--- src/rtl/alsu_pkg.sv ---
// ============================================================================
// alsu_pkg : shared encodings and default width for the ALSU front-end
// Rev 1.0  : initial release
// ============================================================================
`default_nettype none

package alsu_pkg;

    localparam int ALSU_W = 16;

    typedef enum logic [2:0] {
        FUNC_ADD = 3'd0,
        FUNC_SUB = 3'd1,
        FUNC_SHL = 3'd2,
        FUNC_SHR = 3'd3,
        FUNC_AND = 3'd4,
        FUNC_XOR = 3'd5,
        FUNC_NOT = 3'd6,
        FUNC_INC = 3'd7
    } alsu_func_e;

endpackage

`default_nettype wire

--- src/rtl/alsu_core.sv ---
// ============================================================================
// alsu_core : combinational arithmetic-logic-shift function with Z/N/C flags
//             (signed-overflow flag V when ALSU_OVF_EN is defined)
// Rev 1.0   : initial release
// ============================================================================
`default_nettype none

module alsu_core
    import alsu_pkg::*;
#(
    parameter int W = ALSU_W
) (
    input  logic [W-1:0] a,
    input  logic [W-1:0] b,
    input  logic [2:0]   func,
`ifdef ALSU_OVF_EN
    output logic         v,
`endif
    output logic [W-1:0] r,
    output logic         z,
    output logic         n,
    output logic         c
);

    // One extra bit holds the carry out (ADD/INC) or the borrow (SUB)
    logic [W:0] sum;

    always_comb begin
        sum = '0;
        r   = '0;
        c   = 1'b0;
        case (func)
            FUNC_ADD: begin
                sum = {1'b0, a} + {1'b0, b};
                r   = sum[W-1:0];
                c   = sum[W];
            end
            FUNC_SUB: begin
                sum = {1'b0, a} - {1'b0, b};
                r   = sum[W-1:0];
                c   = sum[W];
            end
            FUNC_SHL: begin
                r = {a[W-2:0], 1'b0};
                c = a[W-1];
            end
            FUNC_SHR: begin
                r = {1'b0, a[W-1:1]};
                c = a[0];
            end
            FUNC_AND: r = a & b;
            FUNC_XOR: r = a ^ b;
            FUNC_NOT: r = ~a;
            FUNC_INC: begin
                sum = {1'b0, a} + {{W{1'b0}}, 1'b1};
                r   = sum[W-1:0];
                c   = sum[W];
            end
            default: begin
                r = '0;
                c = 1'b0;
            end
        endcase
    end

    assign z = (r == '0);
    assign n = r[W-1];

`ifdef ALSU_OVF_EN
    always_comb begin
        v = 1'b0;
        case (func)
            FUNC_ADD: v = (a[W-1] == b[W-1]) && (r[W-1] != a[W-1]);
            FUNC_SUB: v = (a[W-1] != b[W-1]) && (r[W-1] != a[W-1]);
            FUNC_INC: v = (a == {1'b0, {(W-1){1'b1}}});
            default:  v = 1'b0;
        endcase
    end
`endif

endmodule

`default_nettype wire

--- src/rtl/alsu_resp.sv ---
// ============================================================================
// alsu_resp : registered valid/ready front-end around alsu_core with
//             accumulator and accepted-operation counter.
//             Optional macro ALSU_OVF_EN adds the registered resp_v flag.
// Rev 1.0   : initial release
// ============================================================================
`default_nettype none

module alsu_resp
    import alsu_pkg::*;
#(
    parameter int W     = ALSU_W,
    parameter int CNT_W = 16
) (
    input  logic             clk,
    input  logic             rst_n,
    input  logic             req_valid,
    output logic             req_ready,
    input  logic [2:0]       req_func,
    input  logic [W-1:0]     req_a,
    input  logic [W-1:0]     req_b,
    input  logic             req_use_acc,
    output logic             resp_valid,
    input  logic             resp_ready,
    output logic [W-1:0]     resp_r,
    output logic             resp_z,
    output logic             resp_n,
    output logic             resp_c,
`ifdef ALSU_OVF_EN
    output logic             resp_v,
`endif
    output logic [W-1:0]     acc,
    output logic [CNT_W-1:0] op_cnt
);

    logic             resp_valid_q, resp_valid_d;
    logic [W-1:0]     resp_r_q,     resp_r_d;
    logic             resp_z_q,     resp_z_d;
    logic             resp_n_q,     resp_n_d;
    logic             resp_c_q,     resp_c_d;
    logic [W-1:0]     acc_q,        acc_d;
    logic [CNT_W-1:0] op_cnt_q,     op_cnt_d;

    logic             req_fire;
    logic             resp_fire;
    logic [W-1:0]     op_a;
    logic [W-1:0]     core_r;
    logic             core_z;
    logic             core_n;
    logic             core_c;

    // Output slot may be refilled in the same cycle it drains: no bubble
    assign req_ready = !resp_valid_q || resp_ready;
    assign req_fire  = req_valid && req_ready;
    assign resp_fire = resp_valid_q && resp_ready;
    assign op_a      = req_use_acc ? acc_q : req_a;

`ifdef ALSU_OVF_EN
    logic resp_v_q, resp_v_d;
    logic core_v;
`endif

    alsu_core #(
        .W (W)
    ) u_core (
        .a    (op_a),
        .b    (req_b),
        .func (req_func),
`ifdef ALSU_OVF_EN
        .v    (core_v),
`endif
        .r    (core_r),
        .z    (core_z),
        .n    (core_n),
        .c    (core_c)
    );

    always_comb begin
        resp_valid_d = resp_valid_q;
        resp_r_d     = resp_r_q;
        resp_z_d     = resp_z_q;
        resp_n_d     = resp_n_q;
        resp_c_d     = resp_c_q;
        acc_d        = acc_q;
        op_cnt_d     = op_cnt_q;
        if (req_fire) begin
            resp_valid_d = 1'b1;
            resp_r_d     = core_r;
            resp_z_d     = core_z;
            resp_n_d     = core_n;
            resp_c_d     = core_c;
            acc_d        = core_r;
            op_cnt_d     = op_cnt_q + {{(CNT_W-1){1'b0}}, 1'b1};
        end else if (resp_fire) begin
            resp_valid_d = 1'b0;
        end
    end

    always_ff @(posedge clk or negedge rst_n) begin
        if (!rst_n) begin
            resp_valid_q <= 1'b0;
            resp_r_q     <= '0;
            resp_z_q     <= 1'b0;
            resp_n_q     <= 1'b0;
            resp_c_q     <= 1'b0;
            acc_q        <= '0;
            op_cnt_q     <= '0;
        end else begin
            resp_valid_q <= resp_valid_d;
            resp_r_q     <= resp_r_d;
            resp_z_q     <= resp_z_d;
            resp_n_q     <= resp_n_d;
            resp_c_q     <= resp_c_d;
            acc_q        <= acc_d;
            op_cnt_q     <= op_cnt_d;
        end
    end

`ifdef ALSU_OVF_EN
    always_comb begin
        resp_v_d = resp_v_q;
        if (req_fire) begin
            resp_v_d = core_v;
        end
    end

    always_ff @(posedge clk or negedge rst_n) begin
        if (!rst_n) begin
            resp_v_q <= 1'b0;
        end else begin
            resp_v_q <= resp_v_d;
        end
    end

    assign resp_v = resp_v_q;
`endif

    assign resp_valid = resp_valid_q;
    assign resp_r     = resp_r_q;
    assign resp_z     = resp_z_q;
    assign resp_n     = resp_n_q;
    assign resp_c     = resp_c_q;
    assign acc        = acc_q;
    assign op_cnt     = op_cnt_q;

endmodule

`default_nettype wire

--- config.mk ---
export PLATFORM = sky130hd
export DESIGN_NAME = alsu_resp
export DESIGN_NICKNAME = d
export VERILOG_FILES = /design/src/rtl/alsu_pkg.sv /design/src/rtl/alsu_core.sv /design/src/rtl/alsu_resp.sv
export SDC_FILE = /design/constraint.sdc
export NUM_CORES = 1
export LEC_CHECK = 0
export CORE_MARGIN = 2
export CORE_UTILIZATION = 66
export DETAILED_ROUTE_END_ITERATION = 10
export DONT_BUFFER_PORTS = 1
export PLACE_DENSITY = 0.87
export SLEW_MARGIN = 20
export SYNTH_ARGS = -nofsm -noshare
export SYNTH_HDL_FRONTEND = slang
export SYNTH_HIERARCHICAL = 1
export SYNTH_SLANG_ARGS = --single-unit
export TNS_END_PERCENT = 30
--- constraint.sdc ---
create_clock -name clk -period 4.3 [get_ports clk]
set_input_delay 0.86 -clock clk [delete_from_list [all_inputs] [get_ports clk]]
set_output_delay 0.86 -clock clk [all_outputs]
set_load 0.02 [all_outputs]
Word level (Yosys, flattened, before mapping):

Cells that the tools add are included.

* register bits: 36
* input port bits: 40
* output and inout bits: 53
* logic and storage cells: 32

* add/subtract/negate cells: 4
* equal/unequal tests: 7
* multiplexer cells: 5
* bitwise operators: 3
* reductions and logical operators: 7

Operator list (count)
* case mux 16 bit (8 select lines): 1
* adder 16 x 1 -> 17 bit (second input constant): 1
* adder 16 x 16 -> 17 bit: 1
* subtractor 16 x 16 -> 17 bit: 1
* adder 16 x 1 -> 16 bit (second input constant): 1
* AND 16 bit: 1
* zero test 16 bit: 1
* 2-to-1 mux 16 bit: 1
* NOT 16 bit: 1
* bitwise XOR 16 bit: 1
* equality test 3 bit (second input constant): 4
* equality test 3 x 2 -> 1 bit (second input constant): 2
* case mux 1 bit (5 select lines): 1
* equality test 3 x 1 -> 1 bit (second input constant): 1
* zero test 3 bit: 1
* logical AND 1 bit: 2
* 2-to-1 mux 1 bit: 2
* nonzero test 2 bit: 1
* zero test 1 bit: 1
* logical OR 1 bit: 1

Depth between registers and ports, before layout:

Gate-level depths: netlist (run 1).

* word-level depth: 4
* gate-level depth with buffers: 17
* depth with buffers taken out: 15

By module:

The synthesis (run 1) kept the hierarchy.

Modules (own cells, without submodules)
* alsu_core: times used 1, cells each 452, area each 3022.9 um^2
* alsu_resp: times used 1, cells each 181, area each 1790.5 um^2

Least setup slack after synthesis (run 1):

Ideal clock, no wire load.

* path kind: input port to flip-flop
* from: input port req_use_acc
* to: register resp_z_q (netlist: resp_z)
* setup time: 65 ps
* arrival time: 4580 ps
* setup slack: -345 ps
* stages: 15
* cell sequence: buf_2 -> buf_2 -> mux2_2 -> ha_1 -> o21a_1 -> or3_1 -> o311ai_4 -> xnor2_1 -> a221o_1 -> or4_1 -> nor4b_1 -> or4b_1 -> nor4b_2 -> nand2_1 -> nand2_1

* longest elaborated chain between the ends: 4
* elaborated cells on any way between the ends: 9
* those cells by class: add/sub (3); mux (2); bitwise (3); reduce/logical (1)

RTL lines
* from (decl): line alsu_resp.sv:22 `input logic req_use_acc,`
* 2-to-1 mux 16 bit (*): line alsu_resp.sv:56 `assign op_a = req_use_acc ? acc_q : req_a;`
* named net op_a[5]: line alsu_resp.sv:46 `logic [W-1:0] op_a;`
* adder 16 x 1 -> 17 bit, or another cell as far along: line alsu_core.sv:55 `sum = {1'b0, a} + {{W{1'b0}}, 1'b1};`
* case mux 16 bit (8 select lines) (*): line alsu_core.sv:32 `case (func)`
* named net core_r[8]: line alsu_resp.sv:47 `logic [W-1:0] core_r;`
* zero test 16 bit (*): line alsu_core.sv:66 `assign z = (r == '0);`
* named net core_z: line alsu_resp.sv:48 `logic core_z;`
* to (signal assigned): line alsu_resp.sv:111 `resp_z_q <= resp_z_d;`
* to (decl): line alsu_resp.sv:38 `logic resp_z_q, resp_z_d;`

The timed path passes the listed nets; every way through them passes the cells marked *.
A chain may end at the register's enable or synchronous reset.

Final worst setup path (run 1):

* from: input port req_use_acc
* to: register resp_z_q (netlist: resp_z)

* longest elaborated chain between the ends: 4
* elaborated cells on any way between the ends: 9
* those cells by class: add/sub (3); mux (2); bitwise (3); reduce/logical (1)

RTL lines (line)
* 2-to-1 mux 16 bit (*): alsu_resp.sv:56
* adder 16 x 1 -> 17 bit, or another cell as far along: alsu_core.sv:55
* case mux 16 bit (8 select lines) (*): alsu_core.sv:32
* named net core_r[8]: alsu_resp.sv:47
* zero test 16 bit (*): alsu_core.sv:66
* named net core_z: alsu_resp.sv:48

Marks and branches as above.

==> results of run 1 <==
layer usage:
layer | share of wire (%) | routed length, um | global-route usage (%)
met5 | 0 | 0 | 0
met4 | 3.5 | 549 | 17.50
met3 | 13 | 2018 | 7.110
met2 | 46 | 7119 | 59.87
met1 | 37 | 5780 | 46.86
placed cells by master, fill, tap and decap left out, types with 12 or more instances in the layout:
cell type	synthesis	final
nand2_1	92	92
buf_4	17	77
inv_1	41	39
dfrtp_1	36	36
a21oi_1	37	36
ha_1	35	31
o21ai_0	30	30
nor2_1	27	26
nand3_1	25	25
xnor2_1	17	17
mux2_2	19	15
nand2b_1	13	13
a211oi_1	12	12
metrics by stage:
stage                     util [%]  cells
final                        75.61    766
after global routing         75.61    766
after CTS                    74.75    766
after detailed placement     73.53    758
after global placement       73.53    758
after floorplan                  -    633
power groups by stage:
stage                     Combinational [mW]  Clock (mW)  Sequential, mW
after detailed placement                1.15           0           0.578
after global placement                  1.12           0           0.569
after global routing                    1.31       0.248           0.588
after CTS                               1.16       0.233           0.573
final                                   1.22       0.232           0.576
after floorplan                        0.816           0           0.570
critical path, delay by kind of cell:
kind,cells,cell delay (ns)
mux,1,0.34
simple gates,7,1.81
compound gates,3,0.90
fa+ha+maj,1,0.36
xor+xnor,1,0.10
final cells by class:
type | count | area, um2
clock buffer | 5 | 68.82
fill | 538 | 1750
sequential | 36 | 900.9
inverter | 45 | 168.9
tap | 99 | 123.9
multi-input combinational | 501 | 3566
timing repair buffer | 77 | 578.1
clock inverter | 3 | 18.77
logic make-up after synthesis:
| logic type | share of synthesized area [%] |
|---|---|
| compound gates | 26.90 |
| xor+xnor | 4.549 |
| fa+ha+maj | 9.930 |
| buf+inv | 9.306 |
| flops | 18.72 |
| mux | 6.317 |
| simple gates | 24.28 |
path summary, 6_finish.rpt:
path | startpoint | to | slack [ns] | cells past startpoint
setup / recovery | req_use_acc | resp_z | 0.14 | 13
hold / removal | rst_n | op_cnt[9] | 0.27 | 0
setup reg to reg | acc[0] | resp_z | 0.37 | 15
hold reg to reg | op_cnt[15] | op_cnt[15] | 0.62 | 1
max in group asynchronous | rst_n | op_cnt[6] | 3.95 | 0
min in group clk | op_cnt[15] | op_cnt[15] | 0.62 | 1
flip-flops by register name (all words and copies together) (netlist names):
| name | flops |
|---|---|
| acc | 16 |
| op_cnt | 16 |
| resp_c | 1 |
| resp_n | 1 |
| resp_valid | 1 |
| resp_z | 1 |
==> results.py, run 1 <==
metrics = {
    "critical_path": {
        "start_kind": "input port",
        "crit_type": "input port to flip-flop",
        "cp_cell_sequence": "mux2_2 -> ha_1 -> nor2b_4 -> o31a_1 -> o311ai_4 -> xnor2_1 -> a221o_1 -> or4_4 -> nor4b_4 -> or4b_4 -> nor4b_4 -> nand2_1 -> nand2_1",
        "crit_slowest_cell": "or4_4",
        "cpPeakStageDelay_ns": 0.55,
        "critical_path_arrival_ns": 4.38,
        "required_ns": 4.52,
        "crit_fanout": 16,
        "endpoint_kind": "flip-flop",
    },
    "final_layout": {
        "num-nets-final": 743,
        "diodes": 0,
        "layout-drive-gt1-share_pct": 20.39,
        "syn_to_final_growth_pct": 12.71,
        "design_area_mm2": 0.005425,
    },
    "yosys": {
        "synthArstFlopShare_pct": 100.0,
        "yosys_warnings": 6,
        "synth.most_common_cell": "nand2_1",
        "ys_seq_area_share_pct": 18.72,
        "synth_flop_cell": "dfrtp_1",
        "synthesis.nets": 710,
        "ys_top_cells_by_area": "dfrtp_1, ha_1, nand2_1",
        "yosys.area.top_type": "dfrtp_1",
        "syn_area_per_cell_um2": 7.604,
        "syn_area_mm2": 0.004813,
        "ys_ff_latch": 36,
        "ys_types": 75,
        "synth_top_area_share_pct": 18.72,
        "postSynthCellCount": 633,
        "synth_edf_count": 0,
        "synth_common_cells": "nand2_1, inv_1, a21oi_1",
    },
    "routing": {
        "antenna_left": 0,
        "vias_per_cell": 6.832,
        "post_drt_wl_per_cell_um": 20.19,
        "drc_errors": 0,
        "drt_iter0_markers": 700,
        "finalWirelength_mm": 15.47,
        "route.vias.total": 5233,
        "drt_pass1_iterations": 7,
    },
    "timing": {
        "worst_slew_pin_slew_ns": 0.6910,
        "whs_ns": 0.2662,
        "finalCriticalPeriod_ns": 4.159,
        "hold_viol": 0,
        "fin_tns_setup_ns": 0,
        "fmax_mhz": 240.5,
        "setup_viol": 0,
        "max_slew_margin_pct": 53.51,
        "clock_skew_ns": 0.007670,
        "final_max_slew_viol_count": 0,
        "worst_slack_ns": 0.1412,
        "fin_crit_sh_pct": 96.72,
    },
    "pwr": {
        "pwr-share-clk_pct": 11.4,
        "leakagePower_nw": 2.438,
        "finalPower_mw": 2.027,
        "power_density_mw_per_mm2": 373.6,
        "power_frac_seq_pct": 28.4,
        "p_int_mw": 1.035,
        "swShare_pct": 48.94,
        "ir_drop_mv": 0.2075,
        "p_comb_share_pct": 60.2,
        "switching_power_uw": 992.1,
    },
    "placement": {
        "dp_hpwl_mm": 12.00,
        "dp_slack_ns": -0.1463,
        "io_buffers": 0,
        "place_area_mm2": 0.005276,
        "finalWeightedCongestion": 0.9403,
    },
    "cts": {
        "cts_setup_buffers": 0,
        "cts_resized": 0,
        "cts_buffer_depth": 2,
        "cts_tree": "yes",
        "htree_levels": 2,
        "insertion_delay_ns": 0.28,
        "clk_pin_slew_ns": 0.07,
        "root_buffer": "clkbuf_8",
        "cts.sinks": 36,
        "tritoncts.num_buffers": 5,
        "hold_buffers": 0,
    },
    "min_path": {
        "hp-class": "input port to asynchronous set/reset pin",
    },
    "floorplanning": {
        "die_w_um": 89.40,
        "rows": 31,
        "core_mm2": 0.007176,
        "die_h_um": 89.40,
        "start_util_pct": 67.08,
        "die-area_mm2": 0.007992,
        "ioPinCount": 93,
    },
    "global_route": {
        "grt_antenna_before_repair": 0,
        "grt_pass1_vias": 4799,
        "grt_max_degree": 44,
        "grt_pass1_wl_mm": 23.07,
        "grt_util_all_layers_pct": 36.84,
        "grt_overflow": 0,
    },
    "run_status": {
        "status": "finished, final reports clean",
    },
    "run": {
        "cap_violations": 0,
    },
}
Note: power is estimated with default switching activity, not from simulation.
==> run 2, diff against run 1 <==
Settings changed: SYNTH_HIERARCHICAL 1 to default.
==> run 2 against run 1 <==
  * Power fell by 9.2%
  * Count of clock-buffer cells in the layout rose by 2
  * Fmax rose by 2.1%
  * Final cell count fell by 9.0%
  * Flip-flop and latch count fell by 1
  * First-iteration DRC count rose by 4.6%
  * Critical path type unchanged
  * Highest routed layer unchanged
==> results.py, run 2 <==
metrics = {
    "run_status": {
        "status": "finished, final reports clean",
    },
    "pwr": {
        "swShare_pct": 50.32,
        "p_int_uw": 914.1,
        "switching_power_uw": 925.8,
        "power_density_mw_per_mm2": 374.9,
        "pwr-share-clk_pct": 12.1,
        "ir_drop_mv": 0.1419,
        "leakagePower_nw": 2.136,
        "p_comb_share_pct": 56.4,
        "power_frac_seq_pct": 31.6,
    },
    "final_layout": {
        "largest_register_ffs": 16,
        "fillers": 581,
        "num-nets-final": 677,
        "regArea_um2": 875.8,
        "final_common_cell": "nand2_1",
        "syn_to_final_growth_pct": 0.9784,
        "final_cell_mix": "nand2_1, inv_1, a21oi_1",
        "diodes": 0,
        "layout-drive-gt1-share_pct": 11.54,
        "post-route-util_pct": 68.39,
        "multiInputGateArea_mm2": 0.003462,
    },
    "routing": {
        "route.vias.total": 4923,
        "drt_pass1_iterations": 6,
        "drc_errors": 0,
        "finalWirelength_mm": 14.67,
        "drt_iter0_markers": 732,
        "post_drt_wl_per_cell_um": 21.05,
        "antenna_left": 0,
        "vias_per_cell": 7.063,
    },
    "yosys": {
        "synth_top_family_by_area": "compound AO/OA/AOI/OAI gates",
        "syn_area_mm2": 0.004860,
        "synth_edf_count": 0,
        "synth-simple-area-share_pct": 20.88,
        "ys_top_cells_by_area": "dfrtp_1, ha_1, xnor2_1",
        "synth.most_common_cell": "nand2_1",
        "syn_area_per_cell_um2": 7.889,
        "muxShareOfSynthArea_pct": 6.746,
        "ys_seq_area_share_pct": 18.02,
        "synthAdderAreaFrac_pct": 10.61,
        "synth_common_cells": "nand2_1, inv_1, a21oi_1",
        "synth_xor_area_share_pct": 6.128,
        "yosys.area.top_type": "dfrtp_1",
        "yosys_warnings": 0,
        "synth-compound-area-share_pct": 26.49,
        "postSynthCellCount": 616,
        "ys_types": 84,
        "synthesis.nets": 696,
        "ys_ff_latch": 35,
        "synth_top_area_share_pct": 18.02,
        "synth_flop_cell": "dfrtp_1",
        "synthArstFlopShare_pct": 100.0,
    },
    "placement": {
        "io_buffers": 0,
        "finalWeightedCongestion": 1.014,
        "dp_hpwl_mm": 11.20,
    },
    "cts": {
        "tritoncts.num_buffers": 5,
        "clk_pin_slew_ns": 0.06,
        "root_buffer": "clkbuf_8",
        "htree_levels": 2,
        "cts_tree": "yes",
        "insertion_delay_ns": 0.28,
        "cts_setup_buffers": 0,
        "cts_buffer_depth": 2,
        "hold_buffers": 0,
        "cts.sinks": 35,
    },
    "timing": {
        "hold_viol": 0,
        "finalCriticalPeriod_ns": 4.074,
        "worst_slew_pin_slew_ns": 0.9763,
        "fmax_mhz": 245.5,
        "final_max_slew_viol_count": 0,
        "fin_crit_sh_pct": 94.75,
        "rsz0062_at_grt": "no",
        "clock_skew_ns": 0.003573,
        "fin_tns_setup_ns": 0,
        "setup_viol": 0,
        "max_slew_margin_pct": 34.56,
    },
    "critical_path": {
        "rr_startpoint": "acc[6]",
        "crit_path_frequent_cell": "mux2i_1",
        "endpoint_kind": "flip-flop",
        "r2r_end": "resp_z",
        "crit_type": "input port to flip-flop",
        "required_ns": 4.52,
        "critical_path_buf_inv_count": 2,
        "crit_slowest_cell": "ha_1",
        "cpPeakStageDelay_ns": 0.51,
        "critical_path_arrival_ns": 4.29,
        "crit_fanout": 26,
        "cpLargestDelayFamily": "compound AO/OA/AOI/OAI gates",
        "r2r_slack_ns": 0.30,
        "cp_cell_sequence": "mux2i_1 -> inv_1 -> ha_1 -> nand3_1 -> a211oi_1 -> a2111oi_0 -> o41ai_1 -> buf_4 -> mux2i_1 -> and4_4 -> o211ai_2 -> nor4_2 -> a32o_2",
        "start_kind": "input port",
        "reg2regPathDepth": 12,
    },
    "floorplanning": {
        "core_mm2": 0.007176,
        "die-area_mm2": 0.008066,
        "rows": 31,
        "start_util_pct": 67.72,
        "die_h_um": 89.81,
        "ioPinCount": 93,
        "die_w_um": 89.81,
    },
    "global_route": {
        "grt-busiest-layer": "met2",
        "grt_use_met2_pct": 56.82,
        "grt_max_degree": 39,
        "grt_antenna_before_repair": 0,
        "grt_pass1_vias": 4620,
        "grt_overflow": 0,
        "use_met3_pct": 7.628,
        "met1_usage_pct": 48.25,
        "grt_pass1_wl_mm": 23.40,
        "grt_util_all_layers_pct": 35.48,
    },
    "min_path": {
        "hp-class": "input port to asynchronous set/reset pin",
    },
    "run": {
        "cap_violations": 0,
    },
}
-- run 2: power by group through the flow --
stage	logic, mW	clock network, mW	registers [mW]
after floorplan	0.836	0	0.551
after global placement	0.968	0	0.581
after detailed placement	0.992	0	0.585
after CTS	0.999	0.227	0.580
after global routing	1.12	0.243	0.589
final	1.04	0.222	0.581
-- run 2: layer usage --
| layer | part of all wire [%] | routed length [um] |
|---|---|---|
| met1 | 41 | 5948 |
| met2 | 45 | 6533 |
| met3 | 13 | 1844 |
| met4 | 2.4 | 346 |
| met5 | 0 | 0 |
-- run 2: worst max path at each step --
stage,from,to,slack [ns],depth (start not counted)
after global routing,req_use_acc,resp_z,0.02,12
after detailed placement,req_use_acc,resp_z,0.03,15
final,req_use_acc,resp_z,0.23,13
after global placement,req_use_acc,resp_z,0.10,12
after CTS,acc[6],resp_z,0.32,12
after floorplan,req_use_acc,resp_z,0.04,14
-- run 2: timing repair --
action	4_1_cts	5_1_grt
setup endpoints to repair	0	1
endpoints found under the hold margin	0	0
gates resized for setup	0	3
-- run 2: kinds of logic (layout without fill, tap and decap cells) --
logic type	count (synthesis)	count (layout)
and+or+nand+nor	198	198
AOI/OAI and AO/OA	182	182
buffers and inverters	99	81
adders and majority gates	40	40
DFF	35	35
xor gates and xnor gates	34	34
muxes	28	28
-- run 2: cell type report --
class / count / share of cell area, %
multi-input combinational: 482 / 70.55
tap: 99 / 2.524
clock inverter: 1 / 0.1020
timing repair buffer: 24 / 3.672
clock buffer: 7 / 1.555
sequential: 35 / 17.85
inverter: 49 / 3.748
-- run 2: metrics by stage --
| step | hold WS (ns) | worst slack (ns) | power (mW) | area, um2 | instances |
|---|---|---|---|---|---|
| after floorplan | 0.5644 | 0.03629 | 1.387 | 4865 | 616 |
| after global placement | 0.5650 | 0.1035 | 1.549 | 4817 | 689 |
| after detailed placement | 0.5651 | 0.03159 | 1.577 | 4817 | 689 |
| after CTS | 0.2571 | 0.3221 | 1.805 | 4898 | 697 |
| after global routing | 0.2505 | 0.01512 | 1.952 | 4907 | 697 |
| final | 0.2645 | 0.2259 | 1.840 | 4907 | 697 |
